==> config.mk <==
export PLATFORM = sky130hd
export DESIGN_NAME = fgp_fb_writer
export DESIGN_NICKNAME = d
export VERILOG_FILES = /design/src/rtl/fgp_fb_writer.sv
export SDC_FILE = /design/constraint.sdc
export NUM_CORES = 1
export LEC_CHECK = 0
export ABC_CLOCK_PERIOD_IN_PS = 2050
export BUFFER_PORTS_ARGS = -buffer_cell sky130_fd_sc_hd__buf_2
export CAP_MARGIN = 10
export CORE_ASPECT_RATIO = 1.4
export CORE_MARGIN = 2
export CORE_UTILIZATION = 49
export CTS_CLUSTER_SIZE = 28
export DETAILED_ROUTE_END_ITERATION = 10
export GPL_TIMING_DRIVEN = 0
export PLACE_DENSITY = 0.75
export SYNTH_ARGS = -nofsm -noshare
export SYNTH_HDL_FRONTEND = slang
export SYNTH_SLANG_ARGS = --single-unit
==> constraint.sdc <==
create_clock -name clk -period 2.05 [get_ports clk]
set_clock_uncertainty 0.2 [all_clocks]
set_input_delay 0.41 -clock clk [delete_from_list [all_inputs] [get_ports clk]]
set_output_delay 0.41 -clock clk [all_outputs]
set_load 0.01 [all_outputs]
==> src/rtl/fgp_fb_writer.sv <==
// FGP payload unpacker: turns the parser's byte stream into one 12-bit framebuffer
// write per pixel at {offset, pixel_index}, and flags packet/frame completion and errors.
module fgp_fb_writer #(
   parameter int              BYTE_LEN          = 8,
   parameter int              COLOR_WIDTH       = 12,
   parameter int              PIXELS_PER_PACKET = 512,
   parameter int              ADDR_WIDTH        = 17,
   parameter logic [BYTE_LEN-1:0] LAST_OFFSET   = 8'd255
) (
   input  logic                   clk,
   input  logic                   rst_n,
   input  logic                   offset_inclk,
   input  logic [BYTE_LEN-1:0]    offset_in,
   input  logic                   inclk,
   input  logic [BYTE_LEN-1:0]    in,
   input  logic                   in_done,
   output logic                   ram_we,
   output logic [ADDR_WIDTH-1:0]  ram_addr,
   output logic [COLOR_WIDTH-1:0] ram_din,
   output logic                   pkt_done,
   output logic                   frame_done,
   output logic                   err
);

   localparam int IDX_W = $clog2(PIXELS_PER_PACKET);

   typedef enum logic [1:0] {IDLE, B0, B1, B2} state_t;

   state_t                 state_q, state_d;
   logic [BYTE_LEN-1:0]    offset_q, offset_d;
   logic [IDX_W-1:0]       idx, idx_d;
   logic [BYTE_LEN-1:0]    hold, hold_d;
   logic [3:0]             nib, nib_d;
   logic                   bad, bad_d;
   logic                   we_d, pkt_d, frame_d, err_d;
   logic [ADDR_WIDTH-1:0]  addr_d;
   logic [COLOR_WIDTH-1:0] din_d;
   logic                   last, completing;

   assign last       = (idx == IDX_W'(PIXELS_PER_PACKET - 1));
   assign completing = inclk && !offset_inclk && (state_q == B2) && last;

   // NOTE: every signal gets a default before any branch so no path leaves it unassigned (no latches).
   always_comb begin
      state_d  = state_q;
      offset_d = offset_q;
      idx_d    = idx;
      hold_d   = hold;
      nib_d    = nib;
      bad_d    = bad;
      we_d     = 1'b0;
      addr_d   = ram_addr;
      din_d    = ram_din;
      pkt_d    = 1'b0;
      frame_d  = 1'b0;
      err_d    = 1'b0;

      if (offset_inclk) begin
         // A new offset always opens a packet; any coincident data byte is dropped.
         err_d    = (state_q != IDLE);
         offset_d = offset_in;
         idx_d    = '0;
         bad_d    = 1'b0;
         state_d  = B0;
      end else if (inclk) begin
         case (state_q)
            IDLE: err_d = 1'b1;
            B0: begin
               hold_d  = in;
               state_d = B1;
            end
            B1: begin
               we_d    = 1'b1;
               addr_d  = {offset_q, idx};
               din_d   = {hold, in[7:4]};
               nib_d   = in[3:0];
               idx_d   = idx + 1'b1;
               state_d = B2;
            end
            default: begin
               we_d   = 1'b1;
               addr_d = {offset_q, idx};
               din_d  = {nib, in};
               if (last) begin
                  state_d = IDLE;
                  if (!in_done) begin
                     err_d = 1'b1;
                  end else if (!bad) begin
                     pkt_d   = 1'b1;
                     frame_d = (offset_q == LAST_OFFSET);
                  end
               end else begin
                  idx_d   = idx + 1'b1;
                  state_d = B0;
               end
            end
         endcase
      end

      // A stray end-of-payload marks the open packet so it never reports completion.
      if (in_done && !completing) begin
         err_d = 1'b1;
         if (!offset_inclk) bad_d = 1'b1;
      end
   end

   // NOTE: state and outputs update with non-blocking assignments so all registers see pre-edge values.
   always_ff @(posedge clk or negedge rst_n) begin
      if (!rst_n) begin
         state_q    <= IDLE;
         offset_q   <= '0;
         idx        <= '0;
         hold       <= '0;
         nib        <= '0;
         bad        <= 1'b0;
         ram_we     <= 1'b0;
         ram_addr   <= '0;
         ram_din    <= '0;
         pkt_done   <= 1'b0;
         frame_done <= 1'b0;
         err        <= 1'b0;
      end else begin
         state_q    <= state_d;
         offset_q   <= offset_d;
         idx        <= idx_d;
         hold       <= hold_d;
         nib        <= nib_d;
         bad        <= bad_d;
         ram_we     <= we_d;
         ram_addr   <= addr_d;
         ram_din    <= din_d;
         pkt_done   <= pkt_d;
         frame_done <= frame_d;
         err        <= err_d;
      end
   end

endmodule

==> results of run 1 <==
-- kinds of logic (layout without fill, tap and decap cells) --
logic type | after synthesis | count (layout)
AOI/OAI and AO/OA | 29 | 29
adders and majority gates | 6 | 6
buffers and inverters | 14 | 100
DFF | 65 | 65
muxes | 54 | 54
and+or+nand+nor | 58 | 58
-- final timing paths --
check | to | cells after the start | start | slack, ns
worst max register to register | idx[7] | 8 | idx[0] | -0.04
min in group asynchronous | ram_addr[10] | 2 | rst_n | 0.48
worst min-delay path | offset_q[4] | 2 | offset_in[4] | 0.09
max in group asynchronous | state_q[0] | 2 | rst_n | 0.56
worst max-delay path | idx[7] | 8 | idx[0] | -0.04
worst min register to register | frame_done | 1 | bad | 0.27
-- flip-flops by register name, summed over array words and instances, names as in the netlist --
| name | cells |
|---|---|
| idx | 9 |
| frame_done | 1 |
| pkt_done | 1 |
| state_q | 2 |
| nib | 4 |
| err | 1 |
| ram_addr | 17 |
| hold | 8 |
| ram_we | 1 |
| bad | 1 |
| ram_din | 12 |
| offset_q | 8 |
-- critical path, cell delays in order, from the launching register on --
cell and delay, ns:
dfrtp_1 0.40, ha_2 0.21, nand3_2 0.07, nor2_2 0.04, ha_2 0.17, nor2b_4 0.13
buf_8 0.14, nor4_4 0.28, mux2_4 0.32
-- area by class of cell --
| class | count | area share [%] |
|---|---|---|
| Clock buffer | 10 | 3.75 |
| Timing Repair Buffer | 70 | 11.2 |
| Buffer | 11 | 1.98 |
| Multi-Input combinational cell | 147 | 34.2 |
| Sequential cell | 65 | 44.4 |
| Inverter | 3 | 0.307 |
| Clock inverter | 6 | 1.81 |
| Tap cell | 68 | 2.32 |
-- Yosys cell counts (all sizes together), types with 5 or more instances --
master | instances | share of area, %
nand4 | 5 | 1.1
buf | 7 | 1.2
nand3 | 7 | 1.2
nor2 | 21 | 2.8
mux2i | 13 | 4.6
dfrtp | 65 | 58
a21oi | 19 | 3.4
ha | 6 | 2.7
mux2 | 41 | 16
nor2b | 7 | 1.6
nand2 | 5 | 0.66
-- layout by cell type, fill, tap and decap left out, types with 5 or more instances in the layout --
| cell type | netlist | routed |
|---|---|---|
| dfrtp_1 | 65 | 62 |
| buf_2 | 6 | 54 |
| mux2_2 | 41 | 38 |
| nor2_1 | 21 | 20 |
| buf_4 | 0 | 18 |
| a21oi_1 | 19 | 17 |
| mux2i_1 | 13 | 13 |
| clkbuf_8 | 0 | 10 |
| nor2b_1 | 7 | 6 |
| nand3_1 | 7 | 6 |
| nand4_1 | 5 | 5 |
| nand2_1 | 5 | 5 |
-- metrics by stage --
step | cells | TNS [ns] | hold WS (ns) | area [sq um]
floorplan | 226 | -0.0835 | -0.0856 | 2870
global placement | 346 | -4.57 | 0.260 | 3220
detailed placement | 346 | -5.57 | 0.264 | 3220
CTS | 374 | -0.00255 | 0.0823 | 3610
global route | 380 | -0.345 | 0.0862 | 3670
finish | 380 | -0.0588 | 0.0905 | 3670
-- per-layer routing --
| layer | part of all wire (%) | up-vias | GRT usage [%] |
|---|---|---|---|
| met2 | 52 | 48 | 35.4 |
| met4 | 1.9 | 0 | 9.67 |
| met1 | 42 | 1048 | 25.8 |
| met5 | 0 | - | 0 |
| met3 | 4.3 | 9 | 5.04 |
| li1 | - | 972 | - |
-- power by group through the flow --
stage | clock network (W) | logic, W | registers [W]
floorplan | 0 | 0.000445 | 0.00188
global placement | 0 | 0.000874 | 0.00178
detailed placement | 0 | 0.000902 | 0.00179
CTS | 0.00112 | 0.000964 | 0.00177
global route | 0.00119 | 0.00106 | 0.00181
finish | 0.00111 | 0.000957 | 0.00177
-- timing repair --
| action | CTS | global route |
|---|---|---|
| setup endpoints to repair | 33 | 21 |
| gates cloned | 0 | 0 |
| hold buffers | 1 | 0 |
| hold endpoints to repair | 65 | 0 |
| buffers inserted | 11 | 6 |
| pin swaps | 7 | 5 |
| gates resized for setup | 17 | 10 |
==> impl_metrics.yaml, run 1 <==
global_routing:
  overflow: 0
  grt_pass1_wl_um: 10000
  grtUsageTotal_pct: 21.4
  grt_antenna_before_repair: 0
  grt_pass1_vias: 2179
  grt_max_degree: 66
detailed_routing:
  drtIter0Drc: 106
  vias: 2077
  wl_per_cell_um: 15.7
  drt-pass1-iter-count: 5
  drtAntennaViolNets: 0
  drc_errors: 0
  viasPerCell: 5.47
  routed_wl_um: 5970
power:
  ir_worst_vdd_mv: 0.759
  clkPwrFrac_pct: 28.8
  combPwrFrac_pct: 25.0
  p_sw_w: 0.00115
  swShare_pct: 30.0
  total_power_w: 0.00383
  leakage_nw: 1.68
  cellPowerDensity_nw_per_um2: 1040
  p_int_w: 0.00268
  p_seq_share_pct: 46.2
min_path:
  min_path_type: "primary input to flip-flop"
final_layout:
  drive_gt1_share_pct: 49.4
  seqCellArea_sq_um: 1630
  fin_util_pct: 66.5
  diodes: 0
  area_growth_pct: 30.1
  final.fill_count: 420
  multiInputGateArea_sq_um: 1260
  final_nets: 334
clocking:
  clock_sinks: 65
  h-tree-depth: 3
  cts_root_buf: "clkbuf_8"
  clk_pin_slew_ns: 0.07
  cts_tree: "yes"
  cts_buffers: 9
  cts_buffer_depth: 2
  clock_latency_ns: 0.35
floorplanning:
  std_cell_rows: 32
  start_util_pct: 51.1
  die_x_um: 68.1
  core_area_sq_um: 5530
  die_h_um: 93.8
  pin_count: 54
  fp.dieArea_sq_um: 6390
setup_path:
  end_kind: "flip-flop"
  crit_arrival_ns: 2.12
  critPathKind: "flip-flop to flip-flop"
  worstPathMaxFanout: 6
  worst_setup_path_start_kind: "flip-flop"
  critPathRequiredTime_ns: 2.08
placement:
  place.gp.congestion: 0.779
  dp_hpwl_um: 3880
  dp_slack_ns: -0.217
  place.port_buffers: 52
synth:
  synth_top_family_by_area: "multiplexers"
  syn-mean-instance-area_sq_um: 12.5
  synth_nets: 253
  netlist_area_sq_um: 2820
  yosys_warnings: 0
  yosys.area_share.simple_pct: 10.8
  synth_compound_area_share_pct: 5.81
  synth_mux_area_share_pct: 21.0
  ys_seq_area_share_pct: 57.6
  async_flop_share_pct: 100
  ys.flop_type: "dfrtp_1"
  synthXorXnorAreaFrac_pct: 0
  synth_edf_count: 0
  synth.distinct_cells: 29
  syn-instance-count: 226
  synth_seq_cells: 65
  synth_fa_ha_area_share_pct: 2.66
sta:
  hold_viol: 0
  fmax_ghz: 0.479
  final-max-slew-violation-count: 0
  relSlewSlack_pct: 45.3
  rsz0062_at_grt: "true"
  setup_slack_ns: -0.0397
  period_needed_ns: 2.09
  finalCritPeriodShare_pct: 102
  setup_violations: 3
  tightest_slew_ns: 0.820
run_status:
  outcome: "finished with violations"
  violations: "negative setup slack"
job:
  max_cap_violations: 0
Power figures use the tool's default switching activity.
==> inputs of run 2 (changes only) <==
- SKIP_CTS_REPAIR_TIMING: default -> 1
==> run 2 against run 1 <==
  * The run ends with negative hold slack, negative setup slack left
  * Largest cell class unchanged
  * Setup slack worse by 0.021 ns
  * Worst hold slack got worse by 0.14 ns
  * Combinational power decreased by 2%
  * Non-clock buffer count fell by 7
  * Routed wire length increased by 0.47%
  * Highest routed layer unchanged
  * Cell area decreased by 0.41%
  * Sequential share of layout area rose by 0.22 points
  * Global-route usage fell by 1.5 points
  * Sequential cell count did not move
  * First-iteration DRC count is 5.7% higher
  * Critical path type unchanged
==> impl_metrics.yaml, run 2 (same netlist as run 1, synthesis figures left out) <==
sta:
  finalCritPeriodShare_pct: 103
  rsz0062_at_grt: "true"
  relSlewSlack_pct: 46.6
  setup_violations: 5
  final-max-slew-violation-count: 0
  fmax_ghz: 0.474
  tightest_slew_ns: 0.801
  setup_slack_ns: -0.0610
  period_needed_ns: 2.11
  hold_viol: 65
  hold_ws_ns: -0.0470
setup_path:
  crit_arrival_ns: 2.14
  critPathRequiredTime_ns: 2.08
  worstPathMaxFanout: 5
  end_kind: "flip-flop"
  worst_setup_path_start_kind: "flip-flop"
  rrSetupSlack_ns: -0.06
  critPathKind: "flip-flop to flip-flop"
detailed_routing:
  drt-pass1-iter-count: 4
  viasPerCell: 5.53
  vias: 2062
  wl_per_cell_um: 16.1
  routed_wl_um: 5990
  drtIter0Drc: 112
  drc_errors: 0
  drtAntennaViolNets: 0
final_layout:
  final_nets: 327
  area_growth_pct: 29.6
  top_regs: "ram_addr (17), ram_din (12), idx (9)"
  final_common_cell: "dfrtp_1"
  drive_gt1_share_pct: 48.9
  top_register: "ram_addr"
  final.fill_count: 422
  diodes: 0
  fin_util_pct: 66.2
  largest_reg_flops: 17
  final_cell_mix: "61 x dfrtp_1, 54 x buf_2, 38 x mux2_2"
floorplanning:
  die_x_um: 68.1
  die_h_um: 93.8
  start_util_pct: 51.1
  core_area_sq_um: 5530
  fp.dieArea_sq_um: 6390
  std_cell_rows: 32
  pin_count: 54
clocking:
  clock_sinks: 65
  h-tree-depth: 3
  cts_buffer_depth: 2
  cts_root_buf: "clkbuf_8"
  cts_buffers: 9
  clk_pin_slew_ns: 0.07
  clock_latency_ns: 0.34
  cts_tree: "yes"
run_status:
  violations: "negative hold slack, negative setup slack"
  outcome: "finished with violations"
global_routing:
  overflow: 0
  grt_pass1_vias: 2057
  grtUsageTotal_pct: 19.9
  grt_max_degree: 66
  grt_pass1_wl_um: 9280
  grt_antenna_before_repair: 0
placement:
  dp_hpwl_um: 3880
  place.gp.congestion: 0.779
  place.port_buffers: 52
job:
  max_cap_violations: 0
power:
  total_power_w: 0.00382
  ir_worst_vdd_mv: 0.760
  leakage_nw: 1.65
  cellPowerDensity_nw_per_um2: 1040
min_path:
  min_path_type: "primary input to async pin"
## run 2: power by group
| part | switching, W | internal [W] |
|---|---|---|
| logic | 0.000465 | 0.000475 |
| clock network | 0.000507 | 0.000596 |
| registers | 0.000172 | 0.00160 |
## run 2: layout make-up
type	count	area (sq um)	area share, %
Clock buffer	10	138	3.76
Tap cell	68	85.1	2.33
Sequential cell	65	1630	44.6
Inverter	3	11.3	0.308
Clock inverter	6	66.3	1.81
Timing Repair Buffer	63	367	10.0
Buffer	11	73.8	2.02
Multi-Input combinational cell	147	1290	35.2
## run 2: per-layer routing
metal	up-vias	global-route usage [%]	routed length (um)
li1	950	-	-
met2	55	32.3	3090
met5	-	0	0
met1	1045	23.7	2530
met4	0	9.17	121
met3	12	5.76	251
## run 2: path summary, 6_finish.rpt
check,start,end,cells past startpoint
setup / recovery,idx[0],idx[7],8
hold / removal,rst_n,ram_addr[10],1
setup reg to reg,idx[0],idx[7],8
hold reg to reg,bad,frame_done,1
max in group asynchronous,rst_n,state_q[0],1
min in group clk,offset_in[4],offset_q[4],2
## run 2: critical path: stages, from the launching register on
cell,delay (ns)
dfrtp_2,0.44
ha_4,0.18
nand3_4,0.07
nor2_4,0.04
ha_4,0.17
nor2b_4,0.14
buf_8,0.14
nor4_4,0.28
mux2_4,0.33
## run 2: per-stage QoR
stage	TNS (ns)	worst slack, ns	hold slack, ns	cell area, sq um	std cells
finish	-0.166	-0.0610	-0.0470	3660	373
global route	-0.432	-0.105	0.0151	3660	373
CTS	-5.87	-0.269	-0.0235	3430	362
detailed placement	-5.57	-0.217	0.264	3220	346
global placement	-4.57	-0.191	0.260	3220	346
floorplan	-0.0835	-0.0407	-0.0856	2870	226
